$ cat src/rtl/alu_accum_ctrl.sv
// rtl/alu_accum_ctrl.sv - accumulator/flag execution controller wrapped around a 4-bit combinational ALU
module alu_accum_ctrl #(
    parameter int         CNT_W   = 8,
    parameter logic [3:0] ACC_RST = 4'h0
) (
    input  logic             clk,
    input  logic             rst,
    input  logic             in_valid,
    output logic             in_ready,
    input  logic             in_load,
    input  logic [2:0]       in_op,
    input  logic [3:0]       in_operand,
    output logic [3:0]       alu_a,
    output logic [3:0]       alu_b,
    output logic [2:0]       alu_opcode,
    input  logic [3:0]       alu_result,
    input  logic             alu_zf,
    input  logic             alu_cf,
    input  logic             alu_pf,
    output logic             out_valid,
    input  logic             out_ready,
    output logic [3:0]       out_acc,
    output logic [2:0]       out_flags,
    output logic [CNT_W-1:0] op_count
);

    typedef enum logic [1:0] {
        IDLE = 2'd0,
        EXEC = 2'd1,
        RESP = 2'd2
    } state_t;

    state_t             state_q, state_d;
    logic [3:0]         acc_q, acc_d;
    logic [2:0]         flags_q, flags_d;
    logic [CNT_W-1:0]   cnt_q, cnt_d;
    logic [3:0]         operand_q, operand_d;
    logic [2:0]         opcode_q, opcode_d;

    always_comb begin
        state_d   = state_q;
        acc_d     = acc_q;
        flags_d   = flags_q;
        cnt_d     = cnt_q;
        operand_d = operand_q;
        opcode_d  = opcode_q;

        case (state_q)
            IDLE: begin
                if (in_valid) begin
                    operand_d = in_operand;
                    opcode_d  = in_op;
                    if (in_load) begin
                        acc_d   = in_operand;
                        state_d = RESP;
                    end else begin
                        state_d = EXEC;
                    end
                end
            end
            EXEC: begin
                // ALU outputs are only trusted here, once A/B/opcode have been stable a full cycle
                acc_d   = alu_result;
                flags_d = {alu_zf, alu_cf, alu_pf};
                cnt_d   = cnt_q + {{(CNT_W-1){1'b0}}, 1'b1};
                state_d = RESP;
            end
            RESP: begin
                if (out_ready) begin
                    state_d = IDLE;
                end
            end
            default: state_d = IDLE;
        endcase
    end

    always_ff @(posedge clk) begin
        if (rst) begin
            state_q   <= IDLE;
            acc_q     <= ACC_RST;
            flags_q   <= 3'b000;
            cnt_q     <= '0;
            operand_q <= 4'h0;
            opcode_q  <= 3'b000;
        end else begin
            state_q   <= state_d;
            acc_q     <= acc_d;
            flags_q   <= flags_d;
            cnt_q     <= cnt_d;
            operand_q <= operand_d;
            opcode_q  <= opcode_d;
        end
    end

    // Ready depends only on state and reset, never on in_valid
    assign in_ready   = (state_q == IDLE) && !rst;
    assign out_valid  = (state_q == RESP);
    assign alu_a      = acc_q;
    assign alu_b      = operand_q;
    assign alu_opcode = opcode_q;
    assign out_acc    = acc_q;
    assign out_flags  = flags_q;
    assign op_count   = cnt_q;

endmodule

$ cat config.mk
export PLATFORM = sky130hd
export DESIGN_NAME = alu_accum_ctrl
export DESIGN_NICKNAME = d
export VERILOG_FILES = /design/src/rtl/alu_accum_ctrl.sv
export SDC_FILE = /design/constraint.sdc
export NUM_CORES = 1
export LEC_CHECK = 0
export CAP_MARGIN = 20
export CORE_MARGIN = 1.5
export CORE_UTILIZATION = 36
export CTS_CLUSTER_SIZE = 16
export DETAILED_ROUTE_END_ITERATION = 16
export PLACE_DENSITY = 0.82
export SLEW_MARGIN = 20
export SYNTH_ARGS = -nofsm -noshare
export SYNTH_HDL_FRONTEND = slang
export SYNTH_SLANG_ARGS = --single-unit
$ cat constraint.sdc
create_clock -name clk -period 1.23 [get_ports clk]
set_input_delay 0.246 -clock clk [delete_from_list [all_inputs] [get_ports clk]]
set_output_delay 0.246 -clock clk [all_outputs]
set_load 0.02 [all_outputs]
==> results of run 1 <==
-- state kept, by name, summed over array words and instances, names as in the netlist --
register    cells
alu_a           4
alu_b           4
alu_opcode      3
op_count        8
out_flags       3
state_q         2
-- report_power, final --
| part | internal, mW | leakage, nW | switching, mW |
|---|---|---|---|
| Sequential | 0.810 | 0.204 | 0.0273 |
| Clock | 0.329 | 0.0279 | 0.239 |
| Combinational | 0.186 | 0.453 | 0.179 |
| Total | 1.32 | 0.684 | 0.445 |
-- cell families after synthesis --
| kind of cell | Yosys count | synth area share |
|---|---|---|
| AOI/OAI and AO/OA | 22 | 0.1318 |
| xor gates and xnor gates | 2 | 0.01693 |
| adders and majority gates | 1 | 0.01209 |
| buffers and inverters | 14 | 0.07497 |
| DFF | 24 | 0.4643 |
| muxes | 12 | 0.1173 |
| and+or+nand+nor | 37 | 0.1826 |
-- placed cells by master, fill, tap and decap left out, drive strengths merged, types with 2 or more instances in the layout --
cell type / instances
a21oi: 12
a311oi: 4
buf: 34
clkbuf: 6
clkdlybuf4s15: 8
clkdlybuf4s50: 18
dfxtp: 24
inv: 2
mux2i: 11
nand2: 9
nand3: 2
nand4: 2
nor2: 11
nor2b: 2
nor3b: 2
o21ai: 2
o31ai: 2
or3: 2
or4: 2
xnor2: 2
-- worst paths after layout --
kind         slack, ps                        end  cells after the start
max               -100   op_count[3]$_SDFFE_PP0N_                      5
min reg2reg        470  out_flags[2]$_SDFFE_PP0N_                      2
max reg2reg       -100   op_count[3]$_SDFFE_PP0N_                      5
min                470  out_flags[2]$_SDFFE_PP0N_                      2
-- cell type report --
class,count,share of cell area
Clock buffer,3,0.01333
Clock inverter,1,0.01778
Inverter,3,0.006667
Multi-Input combinational cell,74,0.3281
Sequential cell,24,0.3022
Tap cell,31,0.02296
Timing Repair Buffer,63,0.3089
-- stage by stage --
step	setup TNS (ps)	util	worst slack (ps)
after CTS	-293.5	0.6293	-76.80
after detailed placement	-4476	0.5785	-496.6
after floorplan	-43.82	-	-43.82
final	-318.2	0.6178	-99.42
after global routing	-1082	0.6178	-144.4
after global placement	-3523	0.5785	-494.1
-- worst register-to-register path, cell delays in order, from the launching register on --
cell and delay, ps:
dfxtp_4 380, buf_6 130, nand2b_4 160, buf_6 120, or3_1 330, a21oi_2 150
-- routing by layer --
metal / vias up / global-route usage / wire length, um
met5: - / 0 / 0
met4: 0 / 0.05102 / 29
met3: 4 / 0.04608 / 178
met2: 37 / 0.3007 / 1447
met1: 479 / 0.1897 / 1066
li1: 502 / - / -
-- repair_timing --
item                       CTS  global route
gates resized for setup    100            32
hold buffers                 0             0
setup buffers                2             3
pin swaps                    4             6
setup endpoints to repair   44            37
==> metrics.cfg, run 1 <==
[timing]
report.final.slew_viol_count = 0
finalWorstSetupSlack_ps = -99.42
min_period_over_period = 1.081
min_period_ps = 1329
hold_viol_final = 0
setup_viol_count_final = 6
fmax_mhz = 752.2
tightest_slew_ps = 278.1
max_slew_margin = 0.8146
rsz0062_at_grt = yes
finClkSkew_ps = 5.399
hold-worst-slack_ps = 471.1

[status]
violations = negative setup slack
status = complete, but fails checks

[logic_synthesis]
yosys_warnings = 0
async_flop_share = 0
yosys.area.top_type_share = 0.4643
yosysMostFrequentCell = dfxtp_1
ys_seq_elements = 24
synth_area_um2 = 1035
synth_cell_types = 30
syn_nets = 132
synthTopCellsByCount = dfxtp_1 (24), a21oi_1 (12), mux2i_1 (11), nor2_1 (11), nand2_1 (9)
synth_edf_count = 0
synth.top_cells.by_area = dfxtp_1 (46%), mux2i_1 (11%), a21oi_1 (5.8%)
synthCells = 112
ys.flop_type = dfxtp_1
post-synth-top-area-cell = dfxtp_1
avgSynthCellArea_um2 = 9.239
ys_seq_area_frac = 0.4643

[setup_path]
end_kind = flip-flop
cp_max_fo = 6
crit_required_ps = 1480
critPathTopFamily = simple AND/OR/NAND/NOR gates
path_class = reg2reg
cp_slowest_cell = dfxtp_4
path_cells = buf_6 -> nand2b_4 -> buf_6 -> or3_1 -> a21oi_2
crit_buf_inv = 2
critPathMaxStageDelay_ps = 380
worst_path_most_repeated_cell = buf_6
r2r-start = state_q[1]$_SDFFE_PP0P_
cp.arrival_ps = 1580
critPathLaunchType = flip-flop
cp-startpoint = state_q[1]$_SDFFE_PP0P_

[global_routing]
grt_pass1_vias = 999
antenna_found_initial = 0
grt_max_degree = 26
gr-total-overflow = 0
grt_pass1_wl_um = 4298
grt_usage = 0.1671

[final_layout]
drive_above_1_share = 0.4643
nets = 189
seq_area_um2 = 510.5
final_cell_area_um2 = 1689
insertedDiodeCount = 0
multi_input_area_um2 = 554.3
final_cells = 199
syn2layout_area_growth_pct = 63.24
nFillCells = 240

[floorplanning]
die_height_um = 56.61
rows = 19
ioPinCount = 47
core_um2 = 2734
die-width_um = 56.61
initial_utilization = 0.3785
die-area_um2 = 3205

[cts]
cts_buffer_depth = 2
htree_levels = 1
cts_made_buffers = 3
cts_sinks = 24
cts_tree = yes
clk_latency_ps = 310
clk_pin_slew_ps = 140
cts_root_buf = clkbuf_4

[power]
powerDensity_nw_per_um2 = 1048
leakagePower_nw = 0.6843
vdd_drop_max_v = 0.0006938
power_mw = 1.770

[placement]
dp_hpwl_um = 1919
dp.cells = 190
port_buffers = 46
placed_cell_area_um2 = 1582
place.gp.congestion = 0.7678

[detailed_routing]
routedWlPerCell_um = 13.68
viasPerCell = 5.136
drt_pre_antenna_iters = 2
drtIter0Drc = 17
post-route-drc-count = 0
antenna_left = 0
postRouteWirelength_um = 2722
vias = 1022

[hold_path]
hp-class = reg2reg
hold_path_startpoint = out_flags[2]$_SDFFE_PP0N_

[flow_run]
cap_violations = 0

(Power assumes the default switching activity.)
==> run 2, diff against run 1 <==
--- a/config.mk
+++ b/config.mk
@@ -5,6 +5,7 @@
 export SDC_FILE = /design/constraint.sdc
 export NUM_CORES = 1
 export LEC_CHECK = 0
+export ABC_CLOCK_PERIOD_IN_PS = 1230
 export CAP_MARGIN = 20
 export CORE_MARGIN = 1.5
 export CORE_UTILIZATION = 36
==> results of run 2 <==
Same layout as run 1: the final DEF is identical, and so are final timing and power.
